==> src/rtl/riscv_pkg.sv <==
// Shared front-end definitions: next-PC select codes, fetch FSM states and the NOP encoding.
package riscv_pkg;

    localparam logic [1:0] PCSRC_PLUS4  = 2'b00;
    localparam logic [1:0] PCSRC_TARGET = 2'b01;
    localparam logic [1:0] PCSRC_JALR   = 2'b10;

    localparam logic [31:0] NOP_INSTR = 32'h0000_0013;

    typedef enum logic [1:0] {
        ST_REQ,
        ST_WAIT,
        ST_HOLD,
        ST_FAULT
    } fetch_state_e;

endpackage

==> src/rtl/pc_fetch_unit_if.sv <==
// Instruction-memory channel: valid/ready request, valid-only response.
interface pc_fetch_unit_if #(
    parameter int XLEN = 32
);
    logic            req_valid;
    logic            req_ready;
    logic [XLEN-1:0] addr;
    logic            rsp_valid;
    logic [31:0]     rsp_data;

    modport master (
        output req_valid, addr,
        input  req_ready, rsp_valid, rsp_data
    );

    modport slave (
        input  req_valid, addr,
        output req_ready, rsp_valid, rsp_data
    );
endinterface

==> src/rtl/next_pc_calc.sv <==
// Combinational next-PC select and alignment check, shared with any future pipelined front end.
module next_pc_calc
    import riscv_pkg::*;
#(
    parameter int XLEN = 32
) (
    input  logic [XLEN-1:0] i_pc,
    input  logic [1:0]      i_pc_src,
    input  logic [XLEN-1:0] i_pc_target,
    input  logic [XLEN-1:0] i_jalr_target,
    output logic [XLEN-1:0] o_next_pc,
    output logic            o_misaligned
);

    always_comb begin
        o_next_pc = i_pc + XLEN'(4);
        case (i_pc_src)
            PCSRC_PLUS4:  o_next_pc = i_pc + XLEN'(4);
            PCSRC_TARGET: o_next_pc = i_pc_target;
            // JALR drops bit 0, so only bit 1 can still make it misaligned.
            PCSRC_JALR:   o_next_pc = i_jalr_target & ~XLEN'(1);
            default:      o_next_pc = i_pc + XLEN'(4);
        endcase
    end

    assign o_misaligned = |o_next_pc[1:0];

endmodule

==> src/rtl/pc_fetch_unit.sv <==
// Owns the PC, fetches one instruction at a time from imem and holds it for decode until retire.
module pc_fetch_unit
    import riscv_pkg::*;
#(
    parameter int              XLEN         = 32,
    parameter logic [XLEN-1:0] RESET_VECTOR = '0
) (
    input  logic            clk,
    input  logic            rst_n,
    input  logic [1:0]      pc_src,
    input  logic [XLEN-1:0] pc_target,
    input  logic [XLEN-1:0] jalr_target,
    input  logic            retire,
    pc_fetch_unit_if.master imem,
    output logic [31:0]     instr,
    output logic            instr_valid,
    output logic [XLEN-1:0] pc,
    output logic [XLEN-1:0] pc_plus4,
    output logic            fetch_fault
);

    fetch_state_e    r_state;
    fetch_state_e    w_state_next;
    logic            r_running;
    logic [XLEN-1:0] r_pc;
    logic [31:0]     r_instr;
    logic            w_load_instr;
    logic            w_take_retire;
    logic [XLEN-1:0] w_next_pc;
    logic            w_misaligned;

    next_pc_calc #(.XLEN(XLEN)) u_next_pc (
        .i_pc          (r_pc),
        .i_pc_src      (pc_src),
        .i_pc_target   (pc_target),
        .i_jalr_target (jalr_target),
        .o_next_pc     (w_next_pc),
        .o_misaligned  (w_misaligned)
    );

    // r_running keeps req_valid low while reset is held and until the first edge after release.
    // NOTE: sequential state uses non-blocking assignments so every flop samples pre-edge values.
    always_ff @(posedge clk or negedge rst_n) begin
        if (!rst_n) begin
            r_state   <= ST_REQ;
            r_running <= 1'b0;
        end else begin
            r_state   <= w_state_next;
            r_running <= 1'b1;
        end
    end

    // NOTE: every output of this block gets a default first, so no path can infer a latch.
    always_comb begin
        w_state_next   = r_state;
        imem.req_valid = 1'b0;
        w_load_instr   = 1'b0;
        w_take_retire  = 1'b0;
        case (r_state)
            ST_REQ: begin
                imem.req_valid = r_running;
                if (r_running && imem.req_ready) w_state_next = ST_WAIT;
            end
            ST_WAIT: begin
                if (imem.rsp_valid) begin
                    w_load_instr = 1'b1;
                    w_state_next = ST_HOLD;
                end
            end
            ST_HOLD: begin
                if (retire) begin
                    w_take_retire = 1'b1;
                    w_state_next  = w_misaligned ? ST_FAULT : ST_REQ;
                end
            end
            ST_FAULT: w_state_next = ST_FAULT;
            default:  w_state_next = ST_REQ;
        endcase
    end

    always_ff @(posedge clk or negedge rst_n) begin
        if (!rst_n) begin
            r_pc    <= RESET_VECTOR;
            r_instr <= NOP_INSTR;
        end else begin
            if (w_load_instr) r_instr <= imem.rsp_data;
            // A faulting target leaves the PC on the instruction that produced it.
            if (w_take_retire && !w_misaligned) r_pc <= w_next_pc;
        end
    end

    assign imem.addr   = r_pc;
    assign instr       = r_instr;
    assign instr_valid = (r_state == ST_HOLD);
    assign pc          = r_pc;
    assign pc_plus4    = r_pc + XLEN'(4);
    assign fetch_fault = (r_state == ST_FAULT);

endmodule

==> src/flat_wrapper.sv <==
// flat-port wrapper written by rule: the top's interface ports become plain ports
module pc_fetch_unit_flat import riscv_pkg::*;
#(
    parameter int              XLEN         = 32,
    parameter logic [XLEN-1:0] RESET_VECTOR = '0
)
  (clk, rst_n, pc_src, pc_target, jalr_target, retire, instr, instr_valid, pc, pc_plus4, fetch_fault, imem_req_valid, imem_addr, imem_req_ready, imem_rsp_valid, imem_rsp_data);
  pc_fetch_unit_if #(.XLEN(XLEN)) imem_i ();
  input  logic clk;
  input  logic rst_n;
  input  logic [1:0] pc_src;
  input  logic [XLEN-1:0] pc_target;
  input  logic [XLEN-1:0] jalr_target;
  input  logic retire;
  output logic [31:0] instr;
  output logic instr_valid;
  output logic [XLEN-1:0] pc;
  output logic [XLEN-1:0] pc_plus4;
  output logic fetch_fault;
  output wire logic [$bits(imem_i.req_valid)-1:0] imem_req_valid;
  output wire logic [$bits(imem_i.addr)-1:0] imem_addr;
  input wire logic [$bits(imem_i.req_ready)-1:0] imem_req_ready;
  input wire logic [$bits(imem_i.rsp_valid)-1:0] imem_rsp_valid;
  input wire logic [$bits(imem_i.rsp_data)-1:0] imem_rsp_data;
  assign imem_req_valid = imem_i.req_valid;
  assign imem_addr = imem_i.addr;
  assign imem_i.req_ready = imem_req_ready;
  assign imem_i.rsp_valid = imem_rsp_valid;
  assign imem_i.rsp_data = imem_rsp_data;
  pc_fetch_unit #(.XLEN(XLEN), .RESET_VECTOR(RESET_VECTOR)) u_core (.clk(clk), .rst_n(rst_n), .pc_src(pc_src), .pc_target(pc_target), .jalr_target(jalr_target), .retire(retire), .imem(imem_i), .instr(instr), .instr_valid(instr_valid), .pc(pc), .pc_plus4(pc_plus4), .fetch_fault(fetch_fault));
endmodule
==> config.mk <==
export PLATFORM = sky130hd
export DESIGN_NAME = pc_fetch_unit_flat
export DESIGN_NICKNAME = d
export VERILOG_FILES = /design/src/rtl/riscv_pkg.sv /design/src/rtl/pc_fetch_unit_if.sv /design/src/rtl/next_pc_calc.sv /design/src/rtl/pc_fetch_unit.sv /design/src/flat_wrapper.sv
export SDC_FILE = /design/constraint.sdc
export NUM_CORES = 1
export LEC_CHECK = 0
export ABC_AREA = 0
export ABC_CLOCK_PERIOD_IN_PS = 2900
export CAP_MARGIN = 10
export CELL_PAD_IN_SITES_DETAIL_PLACEMENT = 0
export CELL_PAD_IN_SITES_GLOBAL_PLACEMENT = 1
export CORE_MARGIN = 8
export CORE_UTILIZATION = 28
export CTS_CLUSTER_DIAMETER = 80
export DETAILED_ROUTE_END_ITERATION = 10
export GPL_ROUTABILITY_DRIVEN = 0
export PLACE_DENSITY_LB_ADDON = 0.1
export SLEW_MARGIN = 5
export SYNTH_ARGS = -nofsm -noshare
export SYNTH_HDL_FRONTEND = slang
export SYNTH_SLANG_ARGS = --single-unit
==> constraint.sdc <==
create_clock -name clk -period 2.9 [get_ports clk]
set_clock_uncertainty 0.2 [all_clocks]
set_input_delay 0.725 -clock clk [delete_from_list [all_inputs] [get_ports clk]]
set_output_delay 0.725 -clock clk [all_outputs]
set_load 0.01 [all_outputs]
# Word-level counts from Yosys, hierarchy flattened
# Cells that the tools add are included.
# word_totals
wordCells	30
inputBits	103
output_inout_bits	131
reg_bits	67
# op_classes
n_addsub	1
n_mux	11
reduce_logical	6
n_eq_ne	8
# ops
operator	count
$pmux 32 s2	1
$add 32x3->32 const B	1
$mux 2	4
$pmux 2 s4	1
$eq 2x2->1 const B	3
$mux 1	5
$eq 2x1->1 const B	2
$ne 2x2->1 const B	2
$reduce_and 3->1	1
$logic_and 1x1->1	2
$logic_not 2->1	1
$ne 2x1->1 const B	1
$reduce_or 2->1	1
$logic_not 1->1	1

# Longest topological paths before layout
# Gate-level depths: netlist of run 1.
# logic_depth
word_depth	6
depth_mapped	10

# Modules after synthesis
# A second synthesis of run 1 with hierarchy kept.
# hier_totals
cells_unflattened	447
hier_area_um2	4540.6
# modules_own_cells
module	cells_each	area_per_inst_um2	seq_area_each_um2	instances
pc_fetch_unit	265	3349.5	1680.4	1
next_pc_calc	182	1191.1	0.0	1

# Worst setup path before layout of run 1
# No wires, ideal clock.
# synth_path
path_type	flip-flop to output port
start	reg u_core.r_pc[2] (netlist: u_core.imem.addr[2])
end	out pc_plus4[30]
path_stages_with_launch	6
t_arrival_ps	1699
setup_slack_ps	276
cell_sequence	dfrtp_1 -> ha_1 -> and3_2 -> nand4_4 -> or3_4 -> xnor2_1
# synth_between
elab_chain_len	1
# synth_lines
item	line	text
start: declaration	pc_fetch_unit.sv:25	logic [XLEN-1:0] r_pc;
start signal: assignment	pc_fetch_unit.sv:88	if (w_take_retire && !w_misaligned) r_pc <= w_next_pc;
$add 32x3->32	pc_fetch_unit.sv:96	assign pc_plus4 = r_pc + XLEN'(4);
end: declaration	flat_wrapper.sv:18	output logic [XLEN-1:0] pc_plus4;
# Every way passes these cells.

# Final worst setup path of run 1
# layout_path
start	reg u_core.r_pc[12] (netlist: u_core.imem.addr[12])
end	out pc_plus4[28]
# The elaborated chain is that of the path after synthesis.

==> impl_metrics.tcl, run 1 <==
set metrics [dict create \
    synth.avg_cell_area_um2 8.88 \
    drcViolationCount 0 \
    final-max-slew-violation-count 0 \
    synth_edf_count 0 \
    pre_cts_ws_ps -150 \
    ys_warn_count 0 \
    finalPower_w 0.00683 \
    yosysTopAreaCellShare_pct 37.3 \
    die-area_mm2 0.0195 \
    yosys_register_bits 67 \
    core_area_mm2 0.0151 \
    finalHoldViolCount 0 \
    arrival_ps 2050 \
    drtIter0Drc 151 \
    grt.total_usage_pct 16.9 \
    grt_pass1_wl_um 26300 \
    peakVddDrop_mv 0.420 \
    clk_pin_slew_ps 60 \
    end_kind "output port" \
    antenna_found_initial 0 \
    postSynthCellCount 483 \
    layout_setup_ws_ps -70.0 \
    setup_violations 3 \
    switching_share_pct 37.4 \
    fin_crit_ps 2970 \
    vias_per_cell 4.85 \
    fin_util_pct 51.0 \
    final_nets 864 \
    violations "negative setup slack" \
    grt_pass1_vias 4814 \
    wl_per_cell_um 17.6 \
    antenna_left 0 \
    final_cells 951 \
    cts.sinks 67 \
    yosys.area.top_type "dfrtp_1" \
    regArea_mm2 0.00168 \
    ys_top_cells_by_area "dfrtp_1 37%, nand2_1 10%, buf_4 6.1%" \
    multi_input_area_mm2 0.00233 \
    fp.dieH_um 140 \
    io_pins 234 \
    worst-setup-path-type "register to output port" \
    htree_levels 3 \
    p_leak_nw 3.40 \
    cts_tree "yes" \
    seq_area_frac_synth_pct 39.2 \
    overflow 0 \
    synth_flop_cell "dfrtp_1" \
    min_period_over_period_pct 102 \
    cts_buffer_depth 2 \
    cp_max_fo 5 \
    p_per_area_mw_per_mm2 887 \
    num_vias 4616 \
    die_w_um 140 \
    grt_max_degree 68 \
    portBuffers 232 \
    pwr-share-comb_pct 58.2 \
    hold_ws_ps 170 \
    root_buffer "clkbuf_16" \
    required_ps 1980 \
    cts_hold_buf 0 \
    wirelength_um 16800 \
    n_antenna_cell 0 \
    rsz0062_at_grt "true" \
    clkPwrFrac_pct 17.6 \
    min-delay-path-class "input pin to asynchronous set/reset pin" \
    run_status "finished, violations left" \
    hpwl_um 12400 \
    dp.cells 909 \
    async_reset_ff_share_pct 100 \
    syn-num-nets 589 \
    start_util_pct 28.4 \
    start_kind "register" \
    sequentialPowerShare_pct 24.1 \
    cap_violations 0 \
    synth.distinct_cells 53 \
    power_switching_w 0.00256 \
    nFillCells 1409 \
    fmax_mhz 337 \
    insertion_delay_ps 340 \
    synthesis.area_mm2 0.00429 \
    drt-pass1-iter-count 4 \
    numCtsBuffers 9 \
    drive_gt1_share_pct 24.2 \
    fp-row-count 45 \
    area_delta_synth_final_pct 79.5 \
    p_int_w 0.00427 \
]
power by group through the flow:
stage / registers [W] / clock network, W / logic [W]
2_1_floorplan: 0.00190 / 0 / 0.00154
3_3_place_gp: 0.00163 / 0 / 0.00391
3_5_place_dp: 0.00165 / 0 / 0.00393
4_1_cts: 0.00164 / 0.00124 / 0.00395
5_1_grt: 0.00171 / 0.00128 / 0.00430
6_report: 0.00165 / 0.00121 / 0.00398
registers in the layout, indices dropped and copies added, names as in the netlist:
register / flops
u_core.r_running: 1
u_core.instr: 32
u_core.imem.addr: 32
u_core.r_state: 2
critical path, stage by stage, from the launching register on:
cell and delay, ps:
dfrtp_1 420, and4_4 290, buf_6 110, nand4_4 150, buf_6 180, nor3_4 210, xor2_1 180, buf_2 170
cell usage in the layout (no fill, tap or decap), types with 8 or more instances in the layout:
master           instances
a21oi_1                 19
xnor2_1                 13
a221oi_1                16
o22a_1                  12
a221o_1                 12
clkdlybuf4s50_1        203
buf_6                   10
buf_4                   88
dfrtp_1                 63
nand2_1                114
o21ai_0                 17
clkbuf_16                9
nor2_1                   9
buf_2                   12
inv_1                   11
xor2_1                   8
what timing repair did:
action	CTS	global route
endpoints found under the setup margin	26	21
resized for setup	84	54
buffers inserted	17	11
pin swaps	15	22
kinds of logic after synthesis:
logic type / after synthesis / synth area share, %
AO/OA/AOI/OAI: 104 / 18.2
XOR/XNOR: 28 / 5.72
adder cells (fa/ha/maj): 3 / 0.875
buffers and inverters: 80 / 12.0
flip-flops: 67 / 39.2
other: 1 / 0.0874
AND/OR/NAND/NOR: 200 / 24.0
synth_stat cells (4+ instances only):
cell / number
o21ai_0: 17
nor4_1: 6
o22a_1: 12
buf_4: 35
a311oi_1: 6
a221o_1: 12
a2bb2oi_1: 4
and4_1: 6
nor3_1: 7
dfrtp_1: 64
buf_6: 6
and2_1: 6
xor2_1: 8
and3_1: 4
xnor2_1: 20
inv_1: 11
a21oi_1: 19
buf_2: 5
nor2_1: 16
nand2_1: 114
a221oi_1: 16
nand4_1: 6
nand3_1: 12
clkbuf_1: 18
a31oi_1: 6
cell type report:
type	instances	share of cell area, %
Clock buffer	9	2.92
Clock inverter	7	1.30
Inverter	11	0.536
Multi-Input combinational cell	336	30.2
Sequential cell	67	21.8
Tap cell	188	3.05
Timing Repair Buffer	333	40.1
final timing paths:
| check | startpoint | end | slack, ps | cells past startpoint |
|---|---|---|---|---|
| max | u_core.imem.addr[12] | pc_plus4[28] | -70 | 7 |
| min | rst_n | u_core.imem.addr[30] | 170 | 2 |
| max reg2reg | u_core.imem.addr[12] | u_core.imem.addr[30] | 720 | 7 |
| min reg2reg | u_core.instr[1] | u_core.instr[1] | 260 | 2 |
| max in group asynchronous | rst_n | u_core.instr[0] | 1970 | 2 |
| min in group clk | u_core.instr[1] | u_core.instr[1] | 260 | 2 |
layer usage:
| metal | GRT usage [%] | wire (µm) | up-vias | part of all wire, % |
|---|---|---|---|---|
| met1 | 19.2 | 6850 | 2185 | 41 |
| met4 | 5.66 | 280 | 0 | 1.7 |
| met3 | 6.77 | 1670 | 21 | 10 |
| met5 | 0 | 0 | - | 0 |
| li1 | - | - | 2240 | - |
| met2 | 28.3 | 7960 | 170 | 47 |
metrics by stage:
step | TNS, ps | cell area [µm²]
finish | -142 | 7700
global route | -846 | 7700
CTS | -902 | 7540
detailed placement | -2040 | 7000
global placement | -1530 | 7000
floorplan | 0 | 4290
Note: power is estimated with default switching activity, not from simulation.
==> inputs of run 2 (changes only) <==
--- a/config.mk
+++ b/config.mk
@@ -6,7 +6,7 @@
 export NUM_CORES = 1
 export LEC_CHECK = 0
 export ABC_AREA = 0
-export ABC_CLOCK_PERIOD_IN_PS = 2900
+export ABC_CLOCK_PERIOD_IN_PS = 3400
 export CAP_MARGIN = 10
 export CELL_PAD_IN_SITES_DETAIL_PLACEMENT = 0
 export CELL_PAD_IN_SITES_GLOBAL_PLACEMENT = 1
==> constraint.sdc (replaced) <==
create_clock -name clk -period 3.4 [get_ports clk]
set_clock_uncertainty 0.2 [all_clocks]
set_input_delay 0.85 -clock clk [delete_from_list [all_inputs] [get_ports clk]]
set_output_delay 0.85 -clock clk [all_outputs]
set_load 0.01 [all_outputs]
==> run 2 against run 1 <==
  * The flow now finishes without violations
  * Die area is the same
  * Final area shrank 7.1%
  * Flip-flop and latch count is the same
  * Critical path depth shrank 2
  * First-iteration DRC count grew 14%
  * Via count shrank 4.4%
  * Worst hold slack gained 84 ps
  * Cell count shrank 5.7%
  * Combinational power shrank 21%
  * Core utilization shrank 3.6 points
  * Critical endpoint is now pc_plus4[19]
  * Largest power group unchanged
==> impl_metrics.tcl, run 2 (synthesized netlist as in run 1, its figures left out) <==
set metrics [dict create \
    power_switching_w 0.00206 \
    nFillCells 1436 \
    required_ps 2350 \
    grt_pass1_vias 4537 \
    num_vias 4411 \
    fp.dieH_um 140 \
    wirelength_um 16000 \
    insertion_delay_ps 330 \
    worst-setup-path-type "register to output port" \
    finalHoldViolCount 0 \
    switching_share_pct 37.0 \
    reg2reg_depth 8 \
    peakVddDrop_mv 0.383 \
    clkPwrFrac_pct 17.4 \
    p_per_area_mw_per_mm2 778 \
    antenna_found_initial 0 \
    drtIter0Drc 172 \
    overflow 0 \
    cts_buffer_depth 2 \
    critical_path.max_stage_delay_ps 590 \
    cap_violations 0 \
    fin_crit_ps 3280 \
    rsz0062_at_grt "true" \
    r2r_end "u_core.imem.addr[23]" \
    drt-pass1-iter-count 4 \
    drive_gt1_share_pct 14.5 \
    post-route-cell-area_mm2 0.00715 \
    sequentialPowerShare_pct 26.0 \
    grt_pass1_wl_um 25100 \
    hold_path_depth 2 \
    fmax_mhz 304 \
    pwr-share-comb_pct 56.6 \
    startpoint "u_core.imem.addr[2]" \
    reg2reg_from "u_core.imem.addr[5]" \
    maxSlewHeadroom_pct 38.8 \
    die_w_um 140 \
    io_pins 234 \
    fp-row-count 45 \
    htree_levels 3 \
    n_antenna_cell 0 \
    place_area_mm2 0.00665 \
    hold_ws_ps 254 \
    top_usage_layer "met2" \
    p_leak_nw 3.07 \
    cts_hold_buf 0 \
    area_delta_synth_final_pct 66.8 \
    cp.depth 5 \
    root_buffer "clkbuf_16" \
    cp_max_fo 5 \
    portBuffers 232 \
    final_nets 810 \
    end_kind "output port" \
    vias_per_cell 4.92 \
    start_kind "register" \
    cts_tree "yes" \
    cts.sinks 67 \
    clk_pin_slew_ps 60 \
    use_met2_pct 25.8 \
    grt.total_usage_pct 16.1 \
    final-max-slew-violation-count 0 \
    min_period_over_period_pct 96.6 \
    wl_per_cell_um 17.8 \
    grt_use_met3_pct 6.36 \
    multi_input_area_mm2 0.00218 \
    numCtsBuffers 9 \
    die-area_mm2 0.0195 \
    hpwl_um 11800 \
    run_status "complete, no violations" \
    r2r_setup_slack_ps 1180 \
    drcViolationCount 0 \
    arrival_ps 2230 \
    path_delay_family "simple AND/OR/NAND/NOR gates" \
    tightest_slew_ps 919 \
    gr-usage-met1_pct 18.8 \
    setup_violations 0 \
    worstSetupEndpoint "pc_plus4[19]" \
    cp.buffers_inverters 1 \
    final_cell_mix "215 x clkdlybuf4s50_1, 114 x nand2_1, 59 x dfrtp_1, 46 x buf_4, 20 x xnor2_1" \
    path_cells "and4_4 -> nand4_4 -> nor3_2 -> xor2_1 -> clkdlybuf4s50_1" \
    final_common_cell "clkdlybuf4s50_1" \
    min-delay-path-class "register to register" \
    p_int_w 0.00351 \
    cpMaxStageDelayCell "clkdlybuf4s50_1" \
    antenna_left 0 \
    start_util_pct 28.4 \
    grt_max_degree 68 \
    regArea_mm2 0.00169 \
    core_area_mm2 0.0151 \
]
run 2: cell types whose count changed in the layout (fill, tap and decap cells not counted), sizes merged:
cell	change
buf	-67
bufinv	-1
clkbuf	-2
clkdlybuf4s50	+12
clkinv	-2
clkinvlp	+3
dlygate4sd2	+2
dlymetal6s2s	+3
inv	-2
run 2: what timing repair did:
item,4_1_cts,5_1_grt
pin swaps,5,9
setup buffers,3,11
resized for setup,25,19
setup endpoints to repair,17,12
run 2: final cells by class:
| type | instances | area share, % |
|---|---|---|
| clock inverter | 5 | 0.857 |
| timing repair buffer | 279 | 37.7 |
| inverter | 11 | 0.577 |
| sequential | 67 | 23.6 |
| tap | 188 | 3.29 |
| multi-input combinational | 336 | 30.5 |
| clock buffer | 11 | 3.53 |
run 2: how the worst min path moves through the flow:
stage                    startpoint         endpoint  slack (ps)
CTS                 u_core.instr[0]  u_core.instr[0]         260
detailed placement  u_core.instr[0]  u_core.instr[0]         250
global route        u_core.instr[4]  u_core.instr[4]         270
floorplan           u_core.instr[0]  u_core.instr[0]         260
finish              u_core.instr[0]  u_core.instr[0]         250
global placement    u_core.instr[1]  u_core.instr[1]         250
run 2: power groups by stage:
stage	sequential [W]	clock [W]	combinational, W
2_1_floorplan	0.00162	0	0.00131
3_3_place_gp	0.00144	0	0.00316
3_5_place_dp	0.00145	0	0.00317
4_1_cts	0.00145	0.00101	0.00316
5_1_grt	0.00150	0.00104	0.00341
6_report	0.00145	0.000970	0.00315
run 2: metrics by stage:
| stage | worst slack (ps) | util, % | TNS, ps | power, W | cells |
|---|---|---|---|---|---|
| finish | 115 | 47.4 | 0 | 0.00557 | 897 |
| global route | -24.6 | 47.4 | -34.3 | 0.00595 | 897 |
| CTS | -75.3 | 46.6 | -210 | 0.00562 | 886 |
| detailed placement | 107 | 44.1 | 0 | 0.00462 | 867 |
| global placement | 164 | 44.1 | 0 | 0.00459 | 867 |
| floorplan | 651 | - | 0 | 0.00294 | 483 |
run 2: worst register-to-register path, delay by kind of cell (launching register included):
| kind | cells | cell delay [ps] |
|---|---|---|
| AND/OR/NAND/NOR | 4 | 890 |
| buffers and inverters | 3 | 520 |
| flip-flops | 1 | 390 |
| AO/OA/AOI/OAI | 1 | 80 |
run 2: routing by layer:
metal  vias to the layer above  wire (µm)
met5                         -          0
met4                         0        363
met3                        21       1600
met2                       175       7340
met1                      2080       6650
li1                       2135          -
